**config.mk**
```make
export PLATFORM = sky130hd
export DESIGN_NAME = tile_load_sched_flat
export DESIGN_NICKNAME = d
export VERILOG_FILES = /design/src/rtl/tile_load_sched_if.sv /design/src/rtl/tile_load_sched.sv /design/src/flat_wrapper.sv
export SDC_FILE = /design/constraint.sdc
export NUM_CORES = 1
export LEC_CHECK = 0
export BUFFER_PORTS_ARGS = -buffer_cell sky130_fd_sc_hd__buf_2
export CAP_MARGIN = 15
export CORE_MARGIN = 3
export CORE_UTILIZATION = 40
export CTS_CLUSTER_SIZE = 20
export DETAILED_ROUTE_END_ITERATION = 8
export PLACE_DENSITY_LB_ADDON = 0.12
export SETUP_SLACK_MARGIN = 0.1
export SLEW_MARGIN = 20
export SYNTH_ARGS = -nofsm -noshare
export SYNTH_HDL_FRONTEND = slang
export SYNTH_SLANG_ARGS = --single-unit
export TNS_END_PERCENT = 30
```
**constraint.sdc**
```tcl
create_clock -name clk -period 1.8 [get_ports clk]
set_input_delay 0.36 -clock clk [delete_from_list [all_inputs] [get_ports clk]]
set_output_delay 0.36 -clock clk [all_outputs]
set_load 0.05 [all_outputs]
```
**src/rtl/tile_load_sched_if.sv**
```systemverilog
`default_nettype none
// ============================================================================
//  Module      : tile_load_sched_if
//  Description : Command, CPU-arbitration and SRAM read-side bundle of the
//                tile load scheduler.
//                master : the scheduler (drives strobes, tags, status)
//                slave  : the surrounding system (drives start/K_len/cpu_*_we)
//  Ports       : start, K_len            command
//                busy, done, err_klen    status
//                cpu_w_we, cpu_x_we      CPU preload writes (win arbitration)
//                w_rd_en/row/k           W SRAM read request
//                x_rd_en/k/n             X SRAM read request
//                w_rvalid/w_row_q/w_k_q  tagged W beat (1 cycle after request)
//                x_rvalid/x_k_q/x_n_q    tagged X beat (1 cycle after request)
//                stall_cnt               reads lost to CPU writes
//  Revision    : 1.0  initial release
// ============================================================================
interface tile_load_sched_if #(
    parameter int M    = 8,
    parameter int N    = 8,
    parameter int KMAX = 1024
);
    localparam int K_W   = (KMAX > 1) ? $clog2(KMAX) : 1;
    localparam int ROW_W = (M > 1) ? $clog2(M) : 1;
    localparam int N_W   = (N > 1) ? $clog2(N) : 1;

    logic             start;
    logic [15:0]      K_len;
    logic             busy;
    logic             done;
    logic             err_klen;
    logic             cpu_w_we;
    logic             cpu_x_we;
    logic             w_rd_en;
    logic [ROW_W-1:0] w_rd_row;
    logic [K_W-1:0]   w_rd_k;
    logic             x_rd_en;
    logic [K_W-1:0]   x_rd_k;
    logic [N_W-1:0]   x_rd_n;
    logic             w_rvalid;
    logic [ROW_W-1:0] w_row_q;
    logic [K_W-1:0]   w_k_q;
    logic             x_rvalid;
    logic [K_W-1:0]   x_k_q;
    logic [N_W-1:0]   x_n_q;
    logic [31:0]      stall_cnt;

    modport master (
        input  start, K_len, cpu_w_we, cpu_x_we,
        output busy, done, err_klen,
        output w_rd_en, w_rd_row, w_rd_k, x_rd_en, x_rd_k, x_rd_n,
        output w_rvalid, w_row_q, w_k_q, x_rvalid, x_k_q, x_n_q,
        output stall_cnt
    );

    modport slave (
        output start, K_len, cpu_w_we, cpu_x_we,
        input  busy, done, err_klen,
        input  w_rd_en, w_rd_row, w_rd_k, x_rd_en, x_rd_k, x_rd_n,
        input  w_rvalid, w_row_q, w_k_q, x_rvalid, x_k_q, x_n_q,
        input  stall_cnt
    );
endinterface
`default_nettype wire

```
**src/rtl/tile_load_sched.sv**
```systemverilog
`default_nettype none
// ============================================================================
//  Module      : tile_load_sched
//  Description : Walks k = 0..K_len-1 and, for each k, issues M one-beat reads
//                to the W SRAM (rows) and N to the X SRAM (columns), one beat
//                per cycle per stream. CPU preload writes always win the
//                single SRAM port; a blocked read is retried the next cycle.
//                Read data is tagged one cycle after the strobe.
//  Ports       : clk, rst_n (synchronous, active low), bus (tile_load_sched_if
//                master modport: command, status, SRAM read strobes, tags,
//                stall counter)
//  Options     : TILE_SCHED_PERF_EN - enables the saturating stall_cnt;
//                when undefined stall_cnt is tied to 0.
//  Revision    : 1.0  initial release
// ============================================================================
module tile_load_sched #(
    parameter int M    = 8,
    parameter int N    = 8,
    parameter int KMAX = 1024
) (
    input  wire logic          clk,
    input  wire logic          rst_n,
    tile_load_sched_if.master  bus
);
    localparam int K_W   = (KMAX > 1) ? $clog2(KMAX) : 1;
    localparam int ROW_W = (M > 1) ? $clog2(M) : 1;
    localparam int N_W   = (N > 1) ? $clog2(N) : 1;

    localparam logic [1:0] c_ST_IDLE  = 2'd0;
    localparam logic [1:0] c_ST_LOAD  = 2'd1;
    localparam logic [1:0] c_ST_DRAIN = 2'd2;
    localparam logic [1:0] c_ST_DONE  = 2'd3;

    // Per-stream counters carry one extra bit so "all beats issued" (== M/N)
    // is a distinct value from the last row/column index.
    localparam logic [ROW_W:0] c_M      = (ROW_W+1)'(M);
    localparam logic [ROW_W:0] c_M_LAST = (ROW_W+1)'(M - 1);
    localparam logic [N_W:0]   c_N      = (N_W+1)'(N);
    localparam logic [N_W:0]   c_N_LAST = (N_W+1)'(N - 1);
    localparam logic [15:0]    c_KMAX   = 16'(KMAX);

    logic [1:0]       r_state;
    logic [ROW_W:0]   r_row;
    logic [N_W:0]     r_n;
    logic [K_W:0]     r_k;      // one bit wider so K_len == KMAX ends cleanly
    logic [K_W:0]     r_klen;
    logic             r_err;
    logic [ROW_W-1:0] r_w_row_hold;
    logic [K_W-1:0]   r_w_k_hold;
    logic [K_W-1:0]   r_x_k_hold;
    logic [N_W-1:0]   r_x_n_hold;
    logic             r_w_rvalid;
    logic [ROW_W-1:0] r_w_row_q;
    logic [K_W-1:0]   r_w_k_q;
    logic             r_x_rvalid;
    logic [K_W-1:0]   r_x_k_q;
    logic [N_W-1:0]   r_x_n_q;

    logic             w_load;
    logic             w_w_pend;
    logic             w_x_pend;
    logic             w_w_issue;
    logic             w_x_issue;
    logic             w_w_fin;
    logic             w_x_fin;
    logic             w_k_adv;
    logic [K_W:0]     w_k_next;
    logic             w_start_ok;
    logic             w_klen_ok;
    logic [ROW_W-1:0] w_w_row_sel;
    logic [K_W-1:0]   w_w_k_sel;
    logic [K_W-1:0]   w_x_k_sel;
    logic [N_W-1:0]   w_x_n_sel;

    assign w_load     = (r_state == c_ST_LOAD);
    assign w_w_pend   = (r_row != c_M);
    assign w_x_pend   = (r_n != c_N);
    assign w_w_issue  = w_load && w_w_pend && !bus.cpu_w_we;
    assign w_x_issue  = w_load && w_x_pend && !bus.cpu_x_we;
    // A stream counts as finished for this k if it already was, or its last
    // beat goes out this cycle; k advances once both are finished.
    assign w_w_fin    = !w_w_pend || (w_w_issue && (r_row == c_M_LAST));
    assign w_x_fin    = !w_x_pend || (w_x_issue && (r_n == c_N_LAST));
    assign w_k_adv    = w_load && w_w_fin && w_x_fin;
    assign w_k_next   = r_k + 1'b1;
    assign w_start_ok = (r_state == c_ST_IDLE) && bus.start;
    assign w_klen_ok  = (bus.K_len != 16'd0) && (bus.K_len <= c_KMAX);

    // Addresses follow the counters while issuing, otherwise hold the last
    // address actually presented to the SRAM.
    assign w_w_row_sel = w_w_issue ? r_row[ROW_W-1:0] : r_w_row_hold;
    assign w_w_k_sel   = w_w_issue ? r_k[K_W-1:0]     : r_w_k_hold;
    assign w_x_k_sel   = w_x_issue ? r_k[K_W-1:0]     : r_x_k_hold;
    assign w_x_n_sel   = w_x_issue ? r_n[N_W-1:0]     : r_x_n_hold;

    always_ff @(posedge clk) begin
        if (!rst_n) begin
            r_state      <= c_ST_IDLE;
            r_row        <= '0;
            r_n          <= '0;
            r_k          <= '0;
            r_klen       <= '0;
            r_err        <= 1'b0;
            r_w_row_hold <= '0;
            r_w_k_hold   <= '0;
            r_x_k_hold   <= '0;
            r_x_n_hold   <= '0;
            r_w_rvalid   <= 1'b0;
            r_w_row_q    <= '0;
            r_w_k_q      <= '0;
            r_x_rvalid   <= 1'b0;
            r_x_k_q      <= '0;
            r_x_n_q      <= '0;
        end else begin
            case (r_state)
                c_ST_IDLE: begin
                    if (bus.start) begin
                        r_err  <= (bus.K_len > c_KMAX);
                        r_klen <= bus.K_len[K_W:0];
                        r_row  <= '0;
                        r_n    <= '0;
                        r_k    <= '0;
                        // Rejected lengths still pass through DRAIN so the
                        // completion pulse has the same two-cycle latency.
                        r_state <= w_klen_ok ? c_ST_LOAD : c_ST_DRAIN;
                    end
                end
                c_ST_LOAD: begin
                    if (w_k_adv) begin
                        r_row <= '0;
                        r_n   <= '0;
                        r_k   <= w_k_next;
                        if (w_k_next == r_klen) begin
                            r_state <= c_ST_DRAIN;
                        end
                    end else begin
                        if (w_w_issue) r_row <= r_row + 1'b1;
                        if (w_x_issue) r_n   <= r_n + 1'b1;
                    end
                end
                c_ST_DRAIN: r_state <= c_ST_DONE;
                c_ST_DONE:  r_state <= c_ST_IDLE;
                default:    r_state <= c_ST_IDLE;
            endcase

            r_w_row_hold <= w_w_row_sel;
            r_w_k_hold   <= w_w_k_sel;
            r_x_k_hold   <= w_x_k_sel;
            r_x_n_hold   <= w_x_n_sel;

            r_w_rvalid   <= w_w_issue;
            r_w_row_q    <= w_w_row_sel;
            r_w_k_q      <= w_w_k_sel;
            r_x_rvalid   <= w_x_issue;
            r_x_k_q      <= w_x_k_sel;
            r_x_n_q      <= w_x_n_sel;
        end
    end

    assign bus.busy     = (r_state != c_ST_IDLE);
    assign bus.done     = (r_state == c_ST_DONE);
    assign bus.err_klen = r_err;
    assign bus.w_rd_en  = w_w_issue;
    assign bus.w_rd_row = w_w_row_sel;
    assign bus.w_rd_k   = w_w_k_sel;
    assign bus.x_rd_en  = w_x_issue;
    assign bus.x_rd_k   = w_x_k_sel;
    assign bus.x_rd_n   = w_x_n_sel;
    assign bus.w_rvalid = r_w_rvalid;
    assign bus.w_row_q  = r_w_row_q;
    assign bus.w_k_q    = r_w_k_q;
    assign bus.x_rvalid = r_x_rvalid;
    assign bus.x_k_q    = r_x_k_q;
    assign bus.x_n_q    = r_x_n_q;

`ifdef TILE_SCHED_PERF_EN
    logic [31:0] r_stall;
    logic [1:0]  w_stall_inc;
    logic [32:0] w_stall_sum;

    // A stream is stalled when it still owes beats for this k but its SRAM
    // port is taken by a CPU write.
    assign w_stall_inc = {1'b0, (w_load && w_w_pend && bus.cpu_w_we)}
                       + {1'b0, (w_load && w_x_pend && bus.cpu_x_we)};
    assign w_stall_sum = {1'b0, r_stall} + {31'd0, w_stall_inc};

    always_ff @(posedge clk) begin
        if (!rst_n) begin
            r_stall <= '0;
        end else if (w_start_ok) begin
            r_stall <= '0;
        end else if (w_load) begin
            r_stall <= w_stall_sum[32] ? 32'hFFFF_FFFF : w_stall_sum[31:0];
        end
    end

    assign bus.stall_cnt = r_stall;
`else
    assign bus.stall_cnt = 32'd0;
`endif

endmodule
`default_nettype wire

```
**src/flat_wrapper.sv**
```systemverilog
// flat-port wrapper written by rule: the top's interface ports become plain ports
module tile_load_sched_flat 
#(
    parameter int M    = 8,
    parameter int N    = 8,
    parameter int KMAX = 1024
)
  (clk, rst_n, bus_start, bus_K_len, bus_cpu_w_we, bus_cpu_x_we, bus_busy, bus_done, bus_err_klen, bus_w_rd_en, bus_w_rd_row, bus_w_rd_k, bus_x_rd_en, bus_x_rd_k, bus_x_rd_n, bus_w_rvalid, bus_w_row_q, bus_w_k_q, bus_x_rvalid, bus_x_k_q, bus_x_n_q, bus_stall_cnt);
  tile_load_sched_if #(.M(M), .N(N), .KMAX(KMAX)) bus_i ();
  input  wire logic clk;
  input  wire logic rst_n;
  input wire logic [$bits(bus_i.start)-1:0] bus_start;
  input wire logic [$bits(bus_i.K_len)-1:0] bus_K_len;
  input wire logic [$bits(bus_i.cpu_w_we)-1:0] bus_cpu_w_we;
  input wire logic [$bits(bus_i.cpu_x_we)-1:0] bus_cpu_x_we;
  output wire logic [$bits(bus_i.busy)-1:0] bus_busy;
  output wire logic [$bits(bus_i.done)-1:0] bus_done;
  output wire logic [$bits(bus_i.err_klen)-1:0] bus_err_klen;
  output wire logic [$bits(bus_i.w_rd_en)-1:0] bus_w_rd_en;
  output wire logic [$bits(bus_i.w_rd_row)-1:0] bus_w_rd_row;
  output wire logic [$bits(bus_i.w_rd_k)-1:0] bus_w_rd_k;
  output wire logic [$bits(bus_i.x_rd_en)-1:0] bus_x_rd_en;
  output wire logic [$bits(bus_i.x_rd_k)-1:0] bus_x_rd_k;
  output wire logic [$bits(bus_i.x_rd_n)-1:0] bus_x_rd_n;
  output wire logic [$bits(bus_i.w_rvalid)-1:0] bus_w_rvalid;
  output wire logic [$bits(bus_i.w_row_q)-1:0] bus_w_row_q;
  output wire logic [$bits(bus_i.w_k_q)-1:0] bus_w_k_q;
  output wire logic [$bits(bus_i.x_rvalid)-1:0] bus_x_rvalid;
  output wire logic [$bits(bus_i.x_k_q)-1:0] bus_x_k_q;
  output wire logic [$bits(bus_i.x_n_q)-1:0] bus_x_n_q;
  output wire logic [$bits(bus_i.stall_cnt)-1:0] bus_stall_cnt;
  assign bus_i.start = bus_start;
  assign bus_i.K_len = bus_K_len;
  assign bus_i.cpu_w_we = bus_cpu_w_we;
  assign bus_i.cpu_x_we = bus_cpu_x_we;
  assign bus_busy = bus_i.busy;
  assign bus_done = bus_i.done;
  assign bus_err_klen = bus_i.err_klen;
  assign bus_w_rd_en = bus_i.w_rd_en;
  assign bus_w_rd_row = bus_i.w_rd_row;
  assign bus_w_rd_k = bus_i.w_rd_k;
  assign bus_x_rd_en = bus_i.x_rd_en;
  assign bus_x_rd_k = bus_i.x_rd_k;
  assign bus_x_rd_n = bus_i.x_rd_n;
  assign bus_w_rvalid = bus_i.w_rvalid;
  assign bus_w_row_q = bus_i.w_row_q;
  assign bus_w_k_q = bus_i.w_k_q;
  assign bus_x_rvalid = bus_i.x_rvalid;
  assign bus_x_k_q = bus_i.x_k_q;
  assign bus_x_n_q = bus_i.x_n_q;
  assign bus_stall_cnt = bus_i.stall_cnt;
  tile_load_sched #(.M(M), .N(N), .KMAX(KMAX)) u_core (.clk(clk), .rst_n(rst_n), .bus(bus_i));
endmodule
```
==> metrics.txt, run 1 <==
status=finished, violations left; violated checks=negative setup slack; clk sinks=61; Clock Latency Late Sink=350 ps; Avg Inst Size Synth=7.65 um^2; final period utilization=1.21; number of port buffers=79; yosys warns=0; Core Rows=32; unrepaired setup endpoints after global routing=true; boundary pin count=112; drt first pass iters=4; Avg WL per Cell=13.7 um; sequential area share after synthesis=0.372; critical path required time=1440 ps; max-cap viol count=0; Synth async-reset ratio=0; count of final max-slew check failures=0; #FFs+latches synth=61; minimum clock period after layout=2170 ps; Sw Ratio=0.330; initial antenna violation count=0; commonest non-fill, non-tap cell in the layout=buf_4; clock-pin slew on the worst setup and hold paths=70 ps; DIE WIDTH=96.6 um; layout cell share with drive strength beyond 1=0.483; H-tree depth=3; critical-path maximum fanout=6; Max Fclk=461 MHz; Placer Congestion=0.838; most frequent cells in the layout=buf_4, nand2_1, dfxtp_1; CTS tree=yes; internal portion of total power=2.95 mW; worst ir drop on vdd=988 uV; path type of the worst setup path=reg -> out; Remaining DRCs=0; Leak=2.35 nW; CP endpoint kind=output port; worst relative slew slack=0.627; dpl cells=644; core outline area=0.00785 mm^2; Die Y=96.6 um; Clock Power Share=0.381; antenna-violating nets left=0; Final Setup Violations=49; Least-Margin Pin Slew=558 ps; DR vias/cell=4.81; Power Dens Cells=828 mW/mm^2; vias after detailed routing=3273; Main synth FF type=dfxtp_1; post-synthesis cell count=429; Critical Path Start Type=register; Post-Syn Area=0.00328 mm^2; Final Non-Filler Cells=680; synthesis-to-layout area growth=61.9%; vias in the first global route=3120; gr usage total=0.203; Root Driver=clkbuf_8; final-stage net count=604; total grt overflow=0; initial DRC count=169; CTS Buf Count=9; logic gate share of total power=0.287; first-pass GRT wire length=14900 um; Sw Pwr=1.45 mW; post-detail-place hpwl=6360 um; Reg power frac=0.332; Initial Utilization=0.418; Fin. Hold Viols=0; Synth cell types=46; setup slack at placement=-217 ps; die area=0.00933 mm^2; Clock Path Buffers=2; Worst EP arrival=1810 ps; type of the worst min-delay path=in -> reg; worst setup margin=-370 ps; final WL=9320 um; diode count=0; Clock Skews=11.3 ps; Post-synth EDFFs=0; largest net degree at the start of global routing=33
==> routing by layer <==
metal | up-vias | wire, um | track usage
li1 | 1645 | - | -
met1 | 1516 | 4120 | 0.256
met2 | 99 | 4520 | 0.342
met3 | 13 | 546 | 0.0372
met4 | 0 | 132 | 0.0818
met5 | - | 0 | 0
==> power groups by stage <==
| stage | clock (mW) | combinational [mW] | sequential (mW) |
|---|---|---|---|
| after CTS | 1.68 | 1.20 | 1.46 |
| after detailed placement | 0 | 1.08 | 1.49 |
| after global placement | 0 | 1.06 | 1.49 |
| final | 1.68 | 1.26 | 1.46 |
| after global routing | 1.75 | 1.37 | 1.47 |
| after floorplan | 0 | 0.835 | 1.51 |
==> logic make-up (layout without fill, tap and decap cells) <==
group / Yosys count / count (layout) / share of synthesized area
and+or+nand+nor: 211 / 211 / 0.305
buffers and inverters: 65 / 183 / 0.115
DFF: 61 / 61 / 0.372
AOI/OAI and AO/OA: 59 / 59 / 0.109
xor gates and xnor gates: 18 / 18 / 0.0480
adders and majority gates: 10 / 10 / 0.0381
muxes: 4 / 4 / 0.0126
other: 1 / 32 / 0.00114
==> area by class of cell <==
| cell class | instances | area (um^2) |
|---|---|---|
| Clock buffer | 9 | 124 |
| Clock inverter | 7 | 146 |
| Fill cell | 653 | 2530 |
| Inverter | 10 | 51.3 |
| Multi-Input combinational cell | 334 | 2370 |
| Sequential cell | 61 | 1230 |
| Tap cell | 102 | 128 |
| Timing Repair Buffer | 155 | 1250 |
| Timing Repair inverter | 2 | 15.0 |
==> metrics by stage <==
| step | hold WS [ps] | setup TNS (ps) | power, mW | util | instance area [um^2] |
|---|---|---|---|---|---|
| 4_1_cts | 259 | -9940 | 4.35 | 0.658 | 5160 |
| 2_1_floorplan | 448 | 0 | 2.35 | - | 3860 |
| 3_5_place_dp | 459 | -4520 | 2.57 | 0.558 | 4380 |
| 6_report | 263 | -11400 | 4.40 | 0.677 | 5310 |
| 5_1_grt | 271 | -15860 | 4.59 | 0.677 | 5310 |
| 3_3_place_gp | 459 | -4040 | 2.55 | 0.558 | 4380 |
==> path summary, 6_finish.rpt <==
kind,start,to,slack [ps],cells past startpoint
max,u_core.r_row[1],bus_w_rd_k[6],-370,9
min,bus_K_len[1],u_core.r_klen[1],260,3
max reg2reg,u_core.r_row[1],u_core.r_k[7],-220,10
min reg2reg,u_core.r_klen[7],u_core.r_klen[7],470,2
==> cell usage after synthesis (all sizes together) (8+ instances only) <==
master | number | share of area
nand2 | 121 | 0.14
dfxtp | 61 | 0.37
buf | 41 | 0.087
a21oi | 27 | 0.042
and2 | 27 | 0.051
clkbuf | 14 | 0.016
nor2 | 13 | 0.015
o21ai | 13 | 0.020
ha | 10 | 0.038
inv | 10 | 0.011
xnor2 | 10 | 0.027
nand3 | 9 | 0.014
xor2 | 8 | 0.021
==> flip-flops by register name (all words and copies together) (netlist names) <==
register and cells:
u_core.r_w_row_hold 3, u_core.r_n 4, u_core.r_x_k_hold 10, u_core.r_klen 11
u_core.r_w_k_hold 10, u_core.bus.err_klen 1, u_core.bus.x_rvalid 1, u_core.r_state 2
u_core.bus.w_rvalid 1, u_core.r_k 11, u_core.r_row 4, u_core.r_x_n_hold 3
==> worst max-delay path: stages, from the launching register on <==
cell	delay (ps)
dfxtp_2	330
inv_2	70
ha_4	130
nand3b_1	100
nand3b_1	120
buf_6	140
clkinvlp_4	220
nand2_2	150
nand2_4	50
buf_6	140
==> what timing repair did <==
item	CTS	global route
resized for setup	104	37
endpoints found under the hold margin	0	0
pin swaps	18	22
setup endpoints to repair	49	50
hold buffers	0	0
cloned	3	0
buffers inserted	16	1
Power figures use the tool's default switching activity.
==> inputs of run 2 (changes only) <==
- ABC_AREA: default -> 1
==> run 2 against run 1 <==
Against the previous run: final area up 4.4%; worst setup slack improved by 23 ps; clock skew grew 5.5 ps; flip-flop and latch count is the same; first-iteration DRC count down 60%; utilization fell by 1.2 points; via count is 9.4% higher; the run still ends with negative setup slack left; non-clock buffer count is 13 higher; clock power is 34% lower.
==> metrics.txt, run 2 <==
status=finished, violations left; violated checks=negative setup slack; count leader, synth=inv_1; die area=0.00988 mm^2 (+5.9%); Leak=2.49 nW (+5.8%); DIE WIDTH=99.4 um (+2.9%); Clock Power Share=0.133 (-0.248); Die Y=99.4 um (+2.9%); critical-path maximum fanout=6 (unchanged); Clock Path Buffers=2 (unchanged); Post-Syn Area=0.00349 mm^2 (+6.3%); initial DRC count=68 (-60%); Power Dens Cells=1510 mW/mm^2 (+82%); vias after detailed routing=3582 (+9.4%); Clock Latency Late Sink=340 ps (about the same); antenna-violating nets left=0 (unchanged); Max Fclk=466 MHz (+1.1%); path type of the worst setup path=reg -> out; Most Crowded Layer GR=met2; final period utilization=1.19 (-0.0126); sum of buffers and inverters on the critical path=5 (+1); Initial Utilization=0.418 (about the same); family with the most delay on the worst path=buffers and inverters; Avg WL per Cell=12.8 um (-6.9%); Final Setup Violations=31 (-37%); total grt overflow=0 (unchanged); max-cap viol count=0 (unchanged); worst ir drop on vdd=791 uV (-20%); Post-synth top cells=inv_1, dfxtp_1, nand2_1; worst setup margin=-348 ps (+22.7 ps); CP endpoint kind=output port; Synth async-reset ratio=0 (unchanged); synthesis-to-layout area growth=59.0%; minimum clock period after layout=2150 ps (-22.7 ps); CTS tree=yes; FILL cells=686 (+5.1%); Sw Pwr=3.98 mW (+170%); sequential area share after synthesis=0.350 (-0.0221); gr usage total=0.202 (-0.00127); CTS Buf Count=9 (unchanged); worst-path cell chain=inv_2, ha_4, nand3_2, nand2_2, nor2_4, buf_12, buf_16, or2_4, inv_4, a21oi_4, buf_6; setup slack at placement=-95.2 ps (+122 ps); top area cells in the synthesized netlist=dfxtp_1, a21oi_1, a211oi_1; Critical Path Start Type=register; Post-synth EDFFs=0 (unchanged); met3 Usage GRT=0.0470 (+0.00980); yosys warns=0 (unchanged); slowest cell delay on critical path=320 ps (about the same); commonest non-fill, non-tap cell in the layout=buf_4; Fin. Hold Viols=0 (unchanged); area of the multi-input gates=0.00228 mm^2 (-3.6%); first-pass GRT wire length=16100 um (+8.3%); Root Driver=clkbuf_8; core outline area=0.00834 mm^2 (+6.3%); clk sinks=61 (unchanged); largest area contributor in the netlist=dfxtp_1; met2 usage=0.368 (+0.0263); final-stage net count=672 (+11%); diode count=0 (unchanged); CTS Hold Buffers Added=0 (unchanged); Synth cell types=36 (-22%); Clock Skews=16.8 ps (+5.50 ps); layout cell share with drive strength beyond 1=0.478 (-0.00518); critical path required time=1440 ps (about the same); boundary pin count=112 (unchanged); GR Util met1=0.230 (-0.0256); Core Rows=33 (+3.1%); most frequent cells in the layout=buf_4, nand2_1, dfxtp_1; initial antenna violation count=0 (unchanged); share of the synthesized area in the top cell type=0.350 (-0.0221); Worst EP arrival=1790 ps (-20 ps); Regs by FF count=u_core.r_k x11, u_core.r_klen x11; type of the worst min-delay path=in -> reg; drt first pass iters=4 (unchanged); vias in the first global route=3546 (+14%); CP max stage cell=dfxtp_2; Sw Ratio=0.474 (+0.144); unrepaired setup endpoints after global routing=true; Reg power frac=0.232 (-0.100); number of port buffers=79 (unchanged); logic gate share of total power=0.635 (+0.348); post-detail-place hpwl=6920 um (+8.7%); Final Non-Filler Cells=750 (+10%); H-tree depth=3 (unchanged); DR vias/cell=4.78 (-0.77%); Avg Inst Size Synth=7.25 um^2 (-5.2%); internal portion of total power=4.41 mW (+50%); Main synth FF type=dfxtp_1; largest net degree at the start of global routing=35 (+6.1%); Placer Congestion=0.796 (-5.1%); final WL=9570 um (+2.7%); Reg area=0.00124 mm^2 (+0.41%); dpl cells=715 (+11%); #FFs+latches synth=61 (unchanged); clock-pin slew on the worst setup and hold paths=70 ps (about the same); count of final max-slew check failures=0 (unchanged); post-synthesis cell count=481 (+12%); Remaining DRCs=0 (unchanged)
-- run 2: changes by cell type after synthesis, moves of 20 or more --
cell      delta
a21oi_1     +25
a211oi_1    +34
inv_1       +54
and2_1      -26
nand3_1     +20
nor2_1      +27
nand2_1     -63
or2_2       +29
-- run 2: worst register-to-register path: stages (launching register included) --
cell and delay [ps]:
dfxtp_2 330, buf_4 100, buf_4 100, ha_1 140
nand2_1 70, nor3_1 200, o22ai_2 120, nor2_2 140
inv_4 70, buf_12 160, buf_4 140, a211oi_1 200
-- run 2: layer usage --
metal | vias up | share of wire
li1 | 1841 | -
met1 | 1659 | 0.41
met2 | 67 | 0.53
met3 | 15 | 0.040
met4 | 0 | 0.017
met5 | - | 0
-- run 2: timing repair --
item	in CTS	in global routing
pin swaps	12	7
resized for setup	101	16
gates cloned	3	0
setup buffers	14	4
setup endpoints to repair	49	50
-- run 2: path summary, 6_finish.rpt --
check                                       from               end  slack, ps  depth (start not counted)
worst max-delay path               u_core.r_n[1]     bus_x_rd_k[7]       -350                         11
worst max register to register     u_core.r_n[1]     u_core.r_k[2]        -40                         11
worst min-delay path                bus_K_len[0]  u_core.r_klen[0]        290                          3
worst min register to register  u_core.r_klen[1]  u_core.r_klen[1]        470                          2
-- run 2: final cells by class --
| cell class | count | share of cell area |
|---|---|---|
| well taps | 105 | 0.0237 |
| clock buffers | 14 | 0.0311 |
| multi-input cells | 333 | 0.412 |
| repair buffers | 168 | 0.257 |
| flip-flops and latches | 61 | 0.223 |
| inverters | 68 | 0.0525 |
| clock inverters | 1 | 0.000902 |
-- run 2: cell families after synthesis --
| family | after synthesis | share of synthesized area |
|---|---|---|
| AND/OR/NAND/NOR | 173 | 0.232 |
| buffers and inverters | 118 | 0.169 |
| adder cells (fa/ha/maj) | 10 | 0.0359 |
| AO/OA/AOI/OAI | 113 | 0.196 |
| XOR/XNOR | 5 | 0.0165 |
| flip-flops | 61 | 0.350 |
| other | 1 | 0.00107 |
-- run 2: power groups by stage --
stage          sequential [mW]  clock (mW)  combinational [mW]
2_1_floorplan             2.32           0                3.08
3_3_place_gp              1.94           0                4.61
3_5_place_dp              1.95           0                4.68
4_1_cts                   1.94        1.15                5.29
5_1_grt                   1.99        1.21                5.72
6_report                  1.95        1.11                5.32
-- run 2: metrics by stage --
step | util | hold WS, ps | instance area, um^2 | power [mW] | setup TNS [ps]
after global placement | 0.575 | 460 | 4800 | 6.55 | -1500
final | 0.665 | 293 | 5550 | 8.39 | -8720
after detailed placement | 0.575 | 467 | 4800 | 6.63 | -2420
after floorplan | - | 444 | 4090 | 5.40 | -46.0
after global routing | 0.665 | 301 | 5550 | 8.92 | -13740
after CTS | 0.658 | 280 | 5490 | 8.38 | -9270
==> inputs of run 3 (changes only) <==
- RECOVER_POWER: default -> 100
==> run 3 against run 2 <==
Against the previous run: worst setup slack better by 1.3 ps; fmax about the same; clock power barely moved; final cell count unchanged; combinational power down 2%; final area shrank 1.1%; sequential share of layout area is 0.25 points higher; non-clock buffer count unchanged; the flow still finishes with violations (negative setup slack); clock skew down 1.1 ps; sequential power about the same; first-iteration DRC count rose by 12%.
==> metrics.txt, run 3 (synthesis gave the netlist of run 2 again) <==
core outline area=0.00834 mm^2 (unchanged); CP endpoint kind=output port; setup tns final=-8820 ps (-100 ps); Placer Congestion=0.796 (unchanged); Worst Setup SP=u_core.r_n[1]; most frequent cells in the layout=buf_4, nand2_1, dfxtp_1; worst setup margin=-346 ps (+1.34 ps); max-cap viol count=0 (unchanged); synthesis-to-layout area growth=57.2%; first-pass GRT wire length=16100 um (unchanged); DIE WIDTH=99.4 um (unchanged); clock-pin slew on the worst setup and hold paths=70 ps (about the same); Remaining DRCs=0 (unchanged); status=finished, violations left; Core Rows=33 (unchanged); worst relative slew slack=0.550; Regs by FF count=u_core.r_k x11, u_core.r_klen x11; critical path required time=1440 ps (about the same); antenna-violating nets left=0 (unchanged); final-stage net count=672 (unchanged); gr usage total=0.202 (unchanged); vias in the first global route=3546 (unchanged); minimum clock period after layout=2150 ps (-1.34 ps); diode count=0 (unchanged); Power Dens Cells=1510 mW/mm^2 (+0.13%); Avg WL per Cell=12.7 um (-0.11%); Worst EP arrival=1790 ps (about the same); r2r endpoint=u_core.r_k[2]; post-detail-place hpwl=6920 um (unchanged); unrepaired setup endpoints after global routing=true; crit path capture=bus_x_rd_k[7]; Clock Path Buffers=2 (unchanged); CTS tree=yes; type of the worst min-delay path=in -> reg; R2R Setup Slk=-40 ps (about the same); DR vias/cell=4.77 (-0.22%); drt first pass iters=6 (+2); violated checks=negative setup slack; critical-path maximum fanout=6 (unchanged); Die Y=99.4 um (unchanged); final period utilization=1.19 (about the same); reg2reg path depth=11 (unchanged); count of final max-slew check failures=0 (unchanged); worst ir drop on vdd=788 uV (-0.38%); Final Setup Violations=33 (+6.5%); CTS Buf Count=9 (unchanged); Max Fclk=466 MHz (about the same); total grt overflow=0 (unchanged); Least-Margin Pin Slew=678 ps; die area=0.00988 mm^2 (unchanged); Clock Skews=15.7 ps (-1.12 ps); Clock Latency Late Sink=340 ps (about the same); initial antenna violation count=0 (unchanged); clk sinks=61 (unchanged); Leak=2.36 nW (-5.2%); boundary pin count=112 (unchanged); Initial Utilization=0.418 (unchanged); Root Driver=clkbuf_8; H-tree depth=3 (unchanged); CTS Hold Buffers Added=0 (unchanged); largest net degree at the start of global routing=35 (unchanged); Fin Hold WS=295 ps (+1.84 ps); number of port buffers=79 (unchanged); initial DRC count=76 (+12%); reg2reg start=u_core.r_n[1]; commonest non-fill, non-tap cell in the layout=buf_4; final WL=9560 um (-0.11%); layout cell share with drive strength beyond 1=0.426 (-0.0512); vias after detailed routing=3574 (-0.22%); total power=8.30 mW (-0.98%); Fin. Hold Viols=0 (unchanged); Critical Path Start Type=register; path type of the worst setup path=reg -> out
run 3: critical path, cell delays in order, from the launching register on:
cell,delay [ps]
dfxtp_2,320
inv_2,70
ha_4,130
nand3_2,60
nand2_2,90
nor2_4,50
buf_12,130
buf_16,130
or2_4,230
inv_4,60
a21oi_4,30
buf_6,160
run 3: what timing repair did:
item                                    CTS  global route
setup buffers                            14             4
endpoints found under the setup margin   49            50
pin swaps                                12             7
cloned                                    3             0
gates resized for setup                 101            16
run 3: metal layers:
| metal | vias up | wire length [um] | global-route usage |
|---|---|---|---|
| met2 | 65 | 5030 | 0.368 |
| met3 | 15 | 380 | 0.0470 |
| met1 | 1651 | 3980 | 0.230 |
| met5 | - | 0 | 0 |
| met4 | 0 | 167 | 0.0683 |
| li1 | 1843 | - | - |
run 3: power breakdown:
part | internal [mW] | total (mW) | switching (mW)
combinational | 2.04 | 5.24 | 3.20
clock | 0.604 | 1.11 | 0.505
sequential | 1.69 | 1.95 | 0.257
total | 4.34 | 8.30 | 3.96
run 3: final cells by class:
type | instances | area, um^2
Fill cell | 703 | 2850
Clock buffer | 14 | 173
Timing Repair Buffer | 168 | 1380
Tap cell | 105 | 131
Clock inverter | 1 | 5.00
Sequential cell | 61 | 1240
Inverter | 68 | 292
Multi-Input combinational cell | 333 | 2270
run 3: stage by stage:
step                setup slack [ps]  area, um^2  cells  utilization
floorplan                      -4.60        4090    512            -
global placement               -81.0        4800    715        0.575
detailed placement             -95.2        4800    715        0.575
CTS                             -374        5490    747        0.658
global route                    -438        5490    750        0.658
finish                          -346        5490    750        0.658
run 3: worst min path at each step:
stage,to,slack (ps),from,depth (start not counted)
2_1_floorplan,u_core.r_klen[1],440,u_core.r_klen[1],2
6_report,u_core.r_klen[0],290,bus_K_len[0],3
3_5_place_dp,u_core.r_klen[1],470,u_core.r_klen[1],2
5_1_grt,u_core.r_klen[5],300,bus_K_len[5],3
4_1_cts,u_core.r_klen[0],280,bus_K_len[0],3
3_3_place_gp,u_core.r_klen[1],460,u_core.r_klen[1],2
